[src/rtl/frame_tx_packer_if.sv]
// -----------------------------------------------------------------------------
// frame_tx_packer_if
// Bundles the command, payload and frame-output signals of frame_tx_packer.
//   cmd_valid / cmd_ready     : command handshake
//   cmd_channel[7:0]          : one-hot target channel
//   cmd_len[3:0]              : payload length in 16-bit words (1..MAX_WORDS)
//   cmd_bad_crc               : send the inverted CRC (error injection)
//   pld_valid / pld_ready     : payload word handshake
//   pld_data[15:0]            : payload word, first word most significant
//   data_out[15:0]            : registered frame word stream, 0 when idle
//   busy                      : a frame is being loaded or emitted
//   frame_done                : pulse with the last trailer word
//   cmd_err                   : pulse after a rejected command
// master = frame producer side (drives commands/payload),
// slave  = the packer itself.
// -----------------------------------------------------------------------------
interface frame_tx_packer_if;
    logic        cmd_valid;
    logic        cmd_ready;
    logic [7:0]  cmd_channel;
    logic [3:0]  cmd_len;
    logic        cmd_bad_crc;
    logic        pld_valid;
    logic        pld_ready;
    logic [15:0] pld_data;
    logic [15:0] data_out;
    logic        busy;
    logic        frame_done;
    logic        cmd_err;

    modport master (
        output cmd_valid, cmd_channel, cmd_len, cmd_bad_crc, pld_valid, pld_data,
        input  cmd_ready, pld_ready, data_out, busy, frame_done, cmd_err
    );

    modport slave (
        input  cmd_valid, cmd_channel, cmd_len, cmd_bad_crc, pld_valid, pld_data,
        output cmd_ready, pld_ready, data_out, busy, frame_done, cmd_err
    );
endinterface

[src/rtl/frame_tx_packer.sv]
// -----------------------------------------------------------------------------
// frame_tx_packer
// Accepts a transmit command and 1..MAX_WORDS payload words, buffers the whole
// payload while folding it into a CRC-16 (poly 0x1021, init 0, MSB first, no
// reflection, no final XOR), then emits one gap-free frame, one word per clock:
//   HEADER[31:16], HEADER[15:0], {8'h00, channel}, payload..., crc,
//   TRAILER[31:16], TRAILER[15:0]
// Ports:
//   clk_in : sole clock, rising edge
//   rst    : asynchronous active-high reset
//   bus    : frame_tx_packer_if.slave (command, payload and frame output)
// The frame outputs (data_out, busy, frame_done, cmd_err) are registered and
// are computed from the *next* state, so data_out always shows the word that
// belongs to the current state. This keeps cmd_ready (IDLE decode) rising in
// the very cycle in which busy falls.
// -----------------------------------------------------------------------------
module frame_tx_packer #(
    parameter logic [31:0] HEADER    = 32'hE0E0E0E0,
    parameter logic [31:0] TRAILER   = 32'h0E0E0E0E,
    parameter int unsigned MAX_WORDS = 8
) (
    input  logic              clk_in,
    input  logic              rst,
    frame_tx_packer_if.slave  bus
);

    localparam int unsigned IDX_W    = $clog2(MAX_WORDS);
    localparam logic [3:0]  MAX_LEN  = 4'(MAX_WORDS);
    localparam logic [15:0] CRC_POLY = 16'h1021;

    typedef enum logic [3:0] {
        IDLE  = 4'd0,
        LOAD  = 4'd1,
        HDR_H = 4'd2,
        HDR_L = 4'd3,
        CHAN  = 4'd4,
        DATA  = 4'd5,
        CRC   = 4'd6,
        TRL_H = 4'd7,
        TRL_L = 4'd8
    } state_t;

    state_t      r_state;
    state_t      w_next;

    logic [7:0]  r_chan;
    logic [3:0]  r_len;
    logic        r_bad_crc;
    logic [3:0]  r_idx;          // next buffer slot to fill
    logic [3:0]  r_didx;         // buffer slot currently on data_out
    logic [15:0] r_crc;
    logic [15:0] r_buf [MAX_WORDS];

    logic [15:0] r_data_out;
    logic        r_busy;
    logic        r_frame_done;
    logic        r_cmd_err;

    logic        w_cmd_ready;
    logic        w_pld_ready;
    logic        w_cmd_fire;
    logic        w_pld_fire;
    logic        w_cmd_ok;
    logic        w_last_load;
    logic        w_last_data;
    logic [3:0]  w_didx_next;
    logic [15:0] w_word_next;

    // True when exactly one bit of the channel select is set.
    function automatic logic is_onehot8(input logic [7:0] v);
        return (v != 8'h00) && ((v & (v - 8'h01)) == 8'h00);
    endfunction

    // One CRC-16 step over a full 16-bit word, MSB first.
    function automatic logic [15:0] crc16_word(input logic [15:0] crc_in,
                                               input logic [15:0] data);
        logic [15:0] c;
        logic        fb;
        c = crc_in;
        for (int i = 15; i >= 0; i--) begin
            fb = c[15] ^ data[i];
            c  = {c[14:0], 1'b0} ^ (fb ? CRC_POLY : 16'h0000);
        end
        return c;
    endfunction

    // Ready signals decode the state only; cmd_ready is held low during reset.
    assign w_cmd_ready = (r_state == IDLE) && !rst;
    assign w_pld_ready = (r_state == LOAD);

    assign w_cmd_fire  = bus.cmd_valid && w_cmd_ready;
    assign w_pld_fire  = bus.pld_valid && w_pld_ready;
    assign w_cmd_ok    = is_onehot8(bus.cmd_channel) &&
                         (bus.cmd_len != 4'd0) &&
                         (bus.cmd_len <= MAX_LEN);
    assign w_last_load = (r_idx  == (r_len - 4'd1));
    assign w_last_data = (r_didx == (r_len - 4'd1));

    // Next-state logic for the load/emit sequencer.
    always_comb begin
        w_next = r_state;
        case (r_state)
            IDLE: begin
                if (w_cmd_fire && w_cmd_ok) begin
                    w_next = LOAD;
                end else begin
                    w_next = IDLE;
                end
            end
            LOAD: begin
                if (w_pld_fire && w_last_load) begin
                    w_next = HDR_H;
                end else begin
                    w_next = LOAD;
                end
            end
            HDR_H: w_next = HDR_L;
            HDR_L: w_next = CHAN;
            CHAN:  w_next = DATA;
            DATA: begin
                if (w_last_data) begin
                    w_next = CRC;
                end else begin
                    w_next = DATA;
                end
            end
            CRC:   w_next = TRL_H;
            TRL_H: w_next = TRL_L;
            TRL_L: w_next = IDLE;
            default: w_next = IDLE;
        endcase
    end

    // Word to register onto data_out, selected by the state being entered.
    always_comb begin
        w_word_next = 16'h0000;
        if (r_state == DATA) begin
            w_didx_next = r_didx + 4'd1;
        end else begin
            w_didx_next = 4'd0;
        end
        case (w_next)
            HDR_H: w_word_next = HEADER[31:16];
            HDR_L: w_word_next = HEADER[15:0];
            CHAN:  w_word_next = {8'h00, r_chan};
            DATA:  w_word_next = r_buf[w_didx_next[IDX_W-1:0]];
            CRC:   w_word_next = r_bad_crc ? ~r_crc : r_crc;
            TRL_H: w_word_next = TRAILER[31:16];
            TRL_L: w_word_next = TRAILER[15:0];
            default: w_word_next = 16'h0000;
        endcase
    end

    // State register plus command latch, load index and running CRC.
    always_ff @(posedge clk_in or posedge rst) begin
        if (rst) begin
            r_state   <= IDLE;
            r_chan    <= 8'h00;
            r_len     <= 4'd0;
            r_bad_crc <= 1'b0;
            r_idx     <= 4'd0;
            r_didx    <= 4'd0;
            r_crc     <= 16'h0000;
        end else begin
            r_state <= w_next;
            if (w_cmd_fire && w_cmd_ok) begin
                r_chan    <= bus.cmd_channel;
                r_len     <= bus.cmd_len;
                r_bad_crc <= bus.cmd_bad_crc;
                r_idx     <= 4'd0;
                r_crc     <= 16'h0000;
            end else if (w_pld_fire) begin
                r_idx <= r_idx + 4'd1;
                r_crc <= crc16_word(r_crc, bus.pld_data);
            end
            if (w_next == DATA) begin
                r_didx <= w_didx_next;
            end
        end
    end

    // Payload buffer; contents are irrelevant until written, so no reset.
    always_ff @(posedge clk_in) begin
        if (w_pld_fire) begin
            r_buf[r_idx[IDX_W-1:0]] <= bus.pld_data;
        end
    end

    // Registered frame outputs; reset clears them asynchronously, truncating
    // any frame in flight without a frame_done.
    always_ff @(posedge clk_in or posedge rst) begin
        if (rst) begin
            r_data_out   <= 16'h0000;
            r_busy       <= 1'b0;
            r_frame_done <= 1'b0;
            r_cmd_err    <= 1'b0;
        end else begin
            r_data_out   <= w_word_next;
            r_busy       <= (w_next != IDLE);
            r_frame_done <= (w_next == TRL_L);
            r_cmd_err    <= w_cmd_fire && !w_cmd_ok;
        end
    end

    assign bus.cmd_ready  = w_cmd_ready;
    assign bus.pld_ready  = w_pld_ready;
    assign bus.data_out   = r_data_out;
    assign bus.busy       = r_busy;
    assign bus.frame_done = r_frame_done;
    assign bus.cmd_err    = r_cmd_err;

endmodule
[src/flat_wrapper.sv]
// flat-port wrapper written by rule: the top's interface ports become plain ports
module frame_tx_packer_flat 
#(
    parameter logic [31:0] HEADER    = 32'hE0E0E0E0,
    parameter logic [31:0] TRAILER   = 32'h0E0E0E0E,
    parameter int unsigned MAX_WORDS = 8
)
  (clk_in, rst, bus_cmd_valid, bus_cmd_channel, bus_cmd_len, bus_cmd_bad_crc, bus_pld_valid, bus_pld_data, bus_cmd_ready, bus_pld_ready, bus_data_out, bus_busy, bus_frame_done, bus_cmd_err);
  frame_tx_packer_if bus_i ();
  input  logic clk_in;
  input  logic rst;
  input wire logic [$bits(bus_i.cmd_valid)-1:0] bus_cmd_valid;
  input wire logic [$bits(bus_i.cmd_channel)-1:0] bus_cmd_channel;
  input wire logic [$bits(bus_i.cmd_len)-1:0] bus_cmd_len;
  input wire logic [$bits(bus_i.cmd_bad_crc)-1:0] bus_cmd_bad_crc;
  input wire logic [$bits(bus_i.pld_valid)-1:0] bus_pld_valid;
  input wire logic [$bits(bus_i.pld_data)-1:0] bus_pld_data;
  output wire logic [$bits(bus_i.cmd_ready)-1:0] bus_cmd_ready;
  output wire logic [$bits(bus_i.pld_ready)-1:0] bus_pld_ready;
  output wire logic [$bits(bus_i.data_out)-1:0] bus_data_out;
  output wire logic [$bits(bus_i.busy)-1:0] bus_busy;
  output wire logic [$bits(bus_i.frame_done)-1:0] bus_frame_done;
  output wire logic [$bits(bus_i.cmd_err)-1:0] bus_cmd_err;
  assign bus_i.cmd_valid = bus_cmd_valid;
  assign bus_i.cmd_channel = bus_cmd_channel;
  assign bus_i.cmd_len = bus_cmd_len;
  assign bus_i.cmd_bad_crc = bus_cmd_bad_crc;
  assign bus_i.pld_valid = bus_pld_valid;
  assign bus_i.pld_data = bus_pld_data;
  assign bus_cmd_ready = bus_i.cmd_ready;
  assign bus_pld_ready = bus_i.pld_ready;
  assign bus_data_out = bus_i.data_out;
  assign bus_busy = bus_i.busy;
  assign bus_frame_done = bus_i.frame_done;
  assign bus_cmd_err = bus_i.cmd_err;
  frame_tx_packer #(.HEADER(HEADER), .TRAILER(TRAILER), .MAX_WORDS(MAX_WORDS)) u_core (.clk_in(clk_in), .rst(rst), .bus(bus_i));
endmodule
[config.mk]
export PLATFORM = sky130hd
export DESIGN_NAME = frame_tx_packer_flat
export DESIGN_NICKNAME = d
export VERILOG_FILES = /design/src/rtl/frame_tx_packer_if.sv /design/src/rtl/frame_tx_packer.sv /design/src/flat_wrapper.sv
export SDC_FILE = /design/constraint.sdc
export NUM_CORES = 1
export LEC_CHECK = 0
export BUFFER_PORTS_ARGS = -buffer_cell sky130_fd_sc_hd__buf_2
export CAP_MARGIN = 20
export CORE_MARGIN = 10
export CORE_UTILIZATION = 60
export DETAILED_ROUTE_END_ITERATION = 8
export PLACE_DENSITY = 0.79
export SYNTH_ARGS = -nofsm -noshare
export SYNTH_HDL_FRONTEND = slang
export SYNTH_SLANG_ARGS = --single-unit
[constraint.sdc]
create_clock -name clk_in -period 5.1 [get_ports clk_in]
set_input_delay 0 -clock clk_in [delete_from_list [all_inputs] [get_ports clk_in]]
set_output_delay 0 -clock clk_in [all_outputs]
set_load 0.03 [all_outputs]
* Word level (Yosys, flattened, before mapping)
Memories as Yosys holds them, arrays and structs flattened.
Cells that the tools add are included.
** Storage, ports and cells
- Flip-flop bits (word level) :: 60
- Latch bits :: 0
- Bits in writable memories :: 128
- ROM bits :: 0
- Output and inout port bits :: 21
- Word-level logic and storage cells :: 115
- Memories :: 1
** Memory list
- u_core.r_buf :: depth 8, width 16, rd ports 1, clocked after Yosys merged registers in 0, wr ports 1, line frame_tx_packer.sv:52 : logic [15:0] r_buf [MAX_WORDS];
** Cells by class
- Add/sub/neg operators :: 4
- Multipliers :: 0
- Divide/modulo/power cells :: 0
- $lt $le $gt $ge :: 1
- Eq/ne operators :: 16
- Shift-type cells :: 0
- Muxes and demuxes :: 29
- Bitwise operators :: 34
- Reduce and logical (&&, ||, !) cells :: 19
** Operators with widths (number)
- XOR 16 bit :: 16
- 2-to-1 mux 13 bit :: 16
- one-hot mux 16 bit (5 select lines) :: 1
- 2-to-1 mux 16 bit :: 3
- == test 4 x 3 -> 1 bit (second input constant) :: 8
- one-hot mux 4 bit (8 select lines) :: 1
- == test 4 x 2 -> 1 bit (second input constant) :: 4
- NOT 16 bit :: 1
- XOR 1 bit :: 16
- 2-to-1 mux 4 bit :: 3
- logical AND 1 bit :: 9
- adder 4 x 1 -> 4 bit (second input constant) :: 2
- AND 8 bit :: 1
- == test 4 bit :: 2
- logical NOT 8 bit :: 1
- nonzero test 4 bit :: 2
- nonzero test 8 bit :: 1
- subtractor 8 x 1 -> 8 bit (second input constant) :: 1
- == test 4 x 1 -> 1 bit (second input constant) :: 1
- == test 4 bit (second input constant) :: 1
- <= comparator 4 bit (second input constant) :: 1
- logical NOT 4 bit :: 1
- 2-to-1 mux 2 bit :: 2
- OR reduction 2 bit :: 2
- 4 further kinds :: 7

* Logic depth before layout (Yosys ltp)
- Word-level depth :: 50
- Depth in mapped cells :: 9
- Depth with buffers taken out :: 8

* Worst setup path before layout
No wires, ideal clock.
- Kind :: reg2reg
- Start point :: register u_core.r_state[1]
- End point :: memory u_core.r_buf[0][0], enable pin
- Setup time :: 0.430 ns
- Arrival time :: 4.005 ns
- Path slack :: 0.665 ns
- Cell stages (with the launch flop) :: 7
- Path buffers :: 3
- Clock period less this slack :: 4.435 ns
- Path through :: dfrtp_1 clkbuf_1 nor4b_1 nand2_1 clkbuf_8 clkbuf_1 nor4_1
** On the way
- Cells in the longest elaborated chain, start to end :: 4
** Ends and longest elaborated chain
- start, declared :: line frame_tx_packer.sv:43 : state_t r_state;
- start signal, assigned :: line frame_tx_packer.sv:165 : r_state <= w_next;
- == test 4 x 1 -> 1 bit :: line frame_tx_packer.sv:89 : assign w_pld_ready = (r_state == LOAD);
- named net bus_pld_ready :: line flat_wrapper.sv:19 : output wire logic [$bits(bus_i.pld_ready)-1:0] bus_pld_ready;
- logical AND 1 bit :: line frame_tx_packer.sv:92 : assign w_pld_fire = bus.pld_valid && w_pld_ready;
- 2-to-1 mux 1 bit :: line frame_tx_packer.sv:184 : if (w_pld_fire) begin
- 2-to-1 mux 1 bit (not written as such) :: line frame_tx_packer.sv:185 : r_buf[r_idx[IDX_W-1:0]] <= bus.pld_data;
- end, declared :: line frame_tx_packer.sv:52
The timed path passes the listed nets, and every way through them passes these cells.

* Worst setup path in the final report
- Start point :: register u_core.r_state[1]
- End point :: memory u_core.r_buf[3][11], enable pin
** On the way
- Cells in the longest elaborated chain, start to end :: 4
** Ends and longest elaborated chain (line)
- == test 4 x 1 -> 1 bit :: frame_tx_packer.sv:89
- logical AND 1 bit :: frame_tx_packer.sv:92
- 2-to-1 mux 1 bit :: frame_tx_packer.sv:184
- 2-to-1 mux 1 bit (not written as such) :: frame_tx_packer.sv:185
No other way between the ends.

==> results.sh <==
export IMPL_critPathKind="reg2reg"
export IMPL_cp_top_family="simple AND/OR/NAND/NOR gates"
export IMPL_drtIter0Drc=482
export IMPL_max_stage_delay_ns=0.76
export IMPL_finalCriticalPeriod_ns=3.40
export IMPL_hold_violations=0
export IMPL_synth_edf_count=128
export IMPL_antenna_cells=0
export IMPL_critPathArrivalTime_ns=3.53
export IMPL_drv_cap=0
export IMPL_grt_max_degree=61
export IMPL_synth_top_cell_by_area="edfxtp_1"
export IMPL_clock_skew_ns=0.00910
export IMPL_synth_top_cells_by_area="edfxtp_1, dfrtp_1, xnor2_1"
export IMPL_fmax_mhz=294
export IMPL_combPwrFrac=0.381
export IMPL_finalSetupViolCount=0
export IMPL_vias=5246
export IMPL_syn_instance_count=577
export IMPL_period_share=0.666
export IMPL_crit_fanout=16
export IMPL_yosysTopAreaCellShare=0.459
export IMPL_grt_pass1_wl_um=31000
export IMPL_async_flop_share=0.319
export IMPL_hold_path_depth=4
export IMPL_ys_flop_type="edfxtp_1"
export IMPL_netlist_area_mm2=0.00837
export IMPL_cts_made_buffers=17
export IMPL_cts_htree_levels=4
export IMPL_placementRows=43
export IMPL_leakagePower_nw=3.69
export IMPL_drt_pass1_iterations=5
export IMPL_antenna_found_initial=0
export IMPL_synth_area_per_cell_um2=14.5
export IMPL_regArea_mm2=0.00535
export IMPL_worstPathCellList="nor4b_1 -> and2_1 -> nand2_1 -> nor2_1 -> buf_4"
export IMPL_grt_use_total=0.207
export IMPL_clock_root_buffer="clkbuf_16"
export IMPL_wirelength_um=19700
export IMPL_io_buffers=53
export IMPL_pwr_share_seq=0.375
export IMPL_intPower_mw=3.63
export IMPL_switching_share=0.350
export IMPL_synth_cell_types=62
export IMPL_grt_pass1_vias=5470
export IMPL_drive_gt1_frac=0.202
export IMPL_synth_nets=613
export IMPL_r2r_worst_path_cells=5
export IMPL_dieArea_mm2=0.0191
export IMPL_cts_max_path_buffers=2
export IMPL_ant_nets=0
export IMPL_syn_to_final_growth_pct=16.9
export IMPL_fp_dieH_um=138
export IMPL_multiInputGateArea_mm2=0.00289
export IMPL_powerDensity_mw_per_mm2=571
export IMPL_synth_seq_cells=188
export IMPL_p_switching_mw=1.96
export IMPL_r2r_setup_slack_ns=1.70
export IMPL_clkPwrFrac=0.244
export IMPL_cts_tree="built"
export IMPL_place_congestion=0.894
export IMPL_drv_slew=0
export IMPL_cts_resized=0
export IMPL_die_w_um=138
export IMPL_clock_sinks=188
export IMPL_initial_core_util=0.608
export IMPL_power_total_mw=5.59
export IMPL_clock_latency_ns=0.44
export IMPL_rsz0062_at_grt="no"
export IMPL_slew_headroom=0.247
export IMPL_reg2reg_to="u_core.r_buf[3][11]$_DFFE_PP_"
export IMPL_r2r_start="u_core.r_state[1]$_DFF_PP0_"
export IMPL_outcome="complete, no violations"
export IMPL_peakVddDrop_mv=0.506
export IMPL_core_area_mm2=0.0138
export IMPL_worst_pin_slew_ns=1.12
export IMPL_fin_tns_setup_ns=0
export IMPL_cp_required_ns=5.24
export IMPL_worstSetupEndpointType="register"
export IMPL_drc=0
export IMPL_routedWlPerCell_um=23.0
export IMPL_worst_setup_path_start_kind="register"
export IMPL_fin_nets=697
export IMPL_path_buf_inv=1
export IMPL_grt_overflow_total=0
export IMPL_critPathSlowestCell="nor2_1"
export IMPL_synth_seq_area_share=0.639
export IMPL_dp_hpwl_um=12600
export IMPL_ioPinCount=54
export IMPL_whs_endpoint="u_core.r_idx[1]$_DFFE_PP0P_"
export IMPL_fillCellCount=913
export IMPL_clkTransAtPathRegs_ns=0.07
export IMPL_yosysWarnings=0
export IMPL_min_from="bus_pld_valid"
export IMPL_hp_class="in2reg"
export IMPL_viasPerCell=6.14
sequential cells by signal (all words and copies together) (netlist names):
name / flops
u_core.bus.cmd_err: 1
u_core.r_didx: 4
u_core.r_bad_crc: 1
u_core.r_crc: 16
u_core.r_chan: 8
u_core.r_len: 4
u_core.r_idx: 4
u_core.r_buf: 128
u_core.r_state: 4
u_core.bus.data_out: 16
u_core.bus.frame_done: 1
u_core.bus.busy: 1
cell usage after synthesis (6+ instances only):
master    instances
a21oi_1          14
a22oi_1          14
and2_1            6
and3_1            6
buf_2             7
clkbuf_1         20
dfrtp_1          60
edfxtp_1        128
mux2_2           12
mux2i_1          28
mux4_2           13
nand2_1          51
nor2_1           16
nor3_1           12
o211ai_1          6
o21ai_0          13
o22ai_1          26
xnor2_1          49
xor2_1           19
worst max-delay path by stage:
stage | slack [ns] | endpoint | cells past startpoint | startpoint
2_1_floorplan | 0.67 | u_core.r_buf[0][0]$_DFFE_PP_ | 6 | u_core.r_state[1]$_DFF_PP0_
6_report | 1.70 | u_core.r_buf[3][11]$_DFFE_PP_ | 5 | u_core.r_state[1]$_DFF_PP0_
3_3_place_gp | 1.88 | u_core.bus.data_out[6]$_DFF_PP0_ | 6 | u_core.r_state[1]$_DFF_PP0_
5_1_grt | 1.41 | u_core.r_buf[0][4]$_DFFE_PP_ | 4 | u_core.r_state[1]$_DFF_PP0_
3_5_place_dp | 1.76 | u_core.bus.data_out[7]$_DFF_PP0_ | 6 | u_core.r_state[1]$_DFF_PP0_
4_1_cts | 1.71 | u_core.r_buf[3][11]$_DFFE_PP_ | 5 | u_core.r_state[1]$_DFF_PP0_
metrics by stage:
| stage | instances | hold WS (ns) | utilization | setup WS (ns) | instance area (µm²) |
|---|---|---|---|---|---|
| 2_1_floorplan | 577 | 0.0989 | - | 0.665 | 8370 |
| 3_3_place_gp | 790 | 0.224 | 0.641 | 1.88 | 8830 |
| 6_report | 854 | 0.244 | 0.710 | 1.70 | 9780 |
| 5_1_grt | 854 | 0.291 | 0.710 | 1.41 | 9780 |
| 3_5_place_dp | 790 | 0.226 | 0.641 | 1.76 | 8830 |
| 4_1_cts | 853 | 0.240 | 0.708 | 1.71 | 9760 |
what timing repair did:
action	CTS	global route
hold buffers	31	0
endpoints found under the hold margin	202	0
setup buffers	0	0
power groups by stage:
stage               clock, mW  sequential (mW)  combinational, mW
floorplan                   0             2.10               1.60
global placement            0             2.10               2.00
detailed placement          0             2.11               2.06
CTS                      1.38             2.09               2.11
global route             1.45             2.11               2.28
finish                   1.37             2.09               2.13
metal layers:
layer,global-route usage,part of all wire
met1,0.265,0.40
met2,0.341,0.51
met3,0.0442,0.068
met4,0.0755,0.020
met5,0,0
tightest hold or removal path: stages:
cell     delay (ns)
buf_2          0.10
and2_1         0.32
nand2_1        0.14
o21ai_0        0.07
layout make-up:
cell class,instances,share of cell area
sequential,188,0.546
multi-input combinational,354,0.296
timing repair buffer,96,0.0701
clock buffer,20,0.0467
tap,180,0.0230
clock inverter,12,0.0165
inverter,4,0.00153
cell families after synthesis:
group,after synthesis,share of synthesized area
buffers and inverters,35,0.0197
adders and majority gates,4,0.00568
DFF,188,0.639
muxes,53,0.0846
AOI/OAI and AO/OA,100,0.0809
and+or+nand+nor,117,0.0673
xor gates and xnor gates,80,0.103
cells in the final DEF (no fill, tap or decap), types with 3 or more instances in the layout:
cell and n:
nand2_1 51, buf_2 53, nor2b_1 3, ha_1 3, xnor3_1 5, edfxtp_1 128, a211o_1 3, bufinv_16 3
o21ai_0 13, clkinvlp_4 3, xor2_1 19, nand4_1 3, o2111ai_1 3, nor3_2 3, a221oi_1 3, dfrtp_1 60
xnor2_1 49, and3_1 6, and2_1 5, mux2_2 12, a21oi_1 14, clkinv_4 3, nor3_1 8, nand2b_1 5
nor2_1 16, o221ai_1 3, mux2i_1 28, a22oi_1 14, o22ai_1 26, clkbuf_16 17, nand3_1 5, mux4_2 13
dlygate4sd3_1 31, buf_4 11, o211ai_1 6
Note: power is estimated with default switching activity, not from simulation.
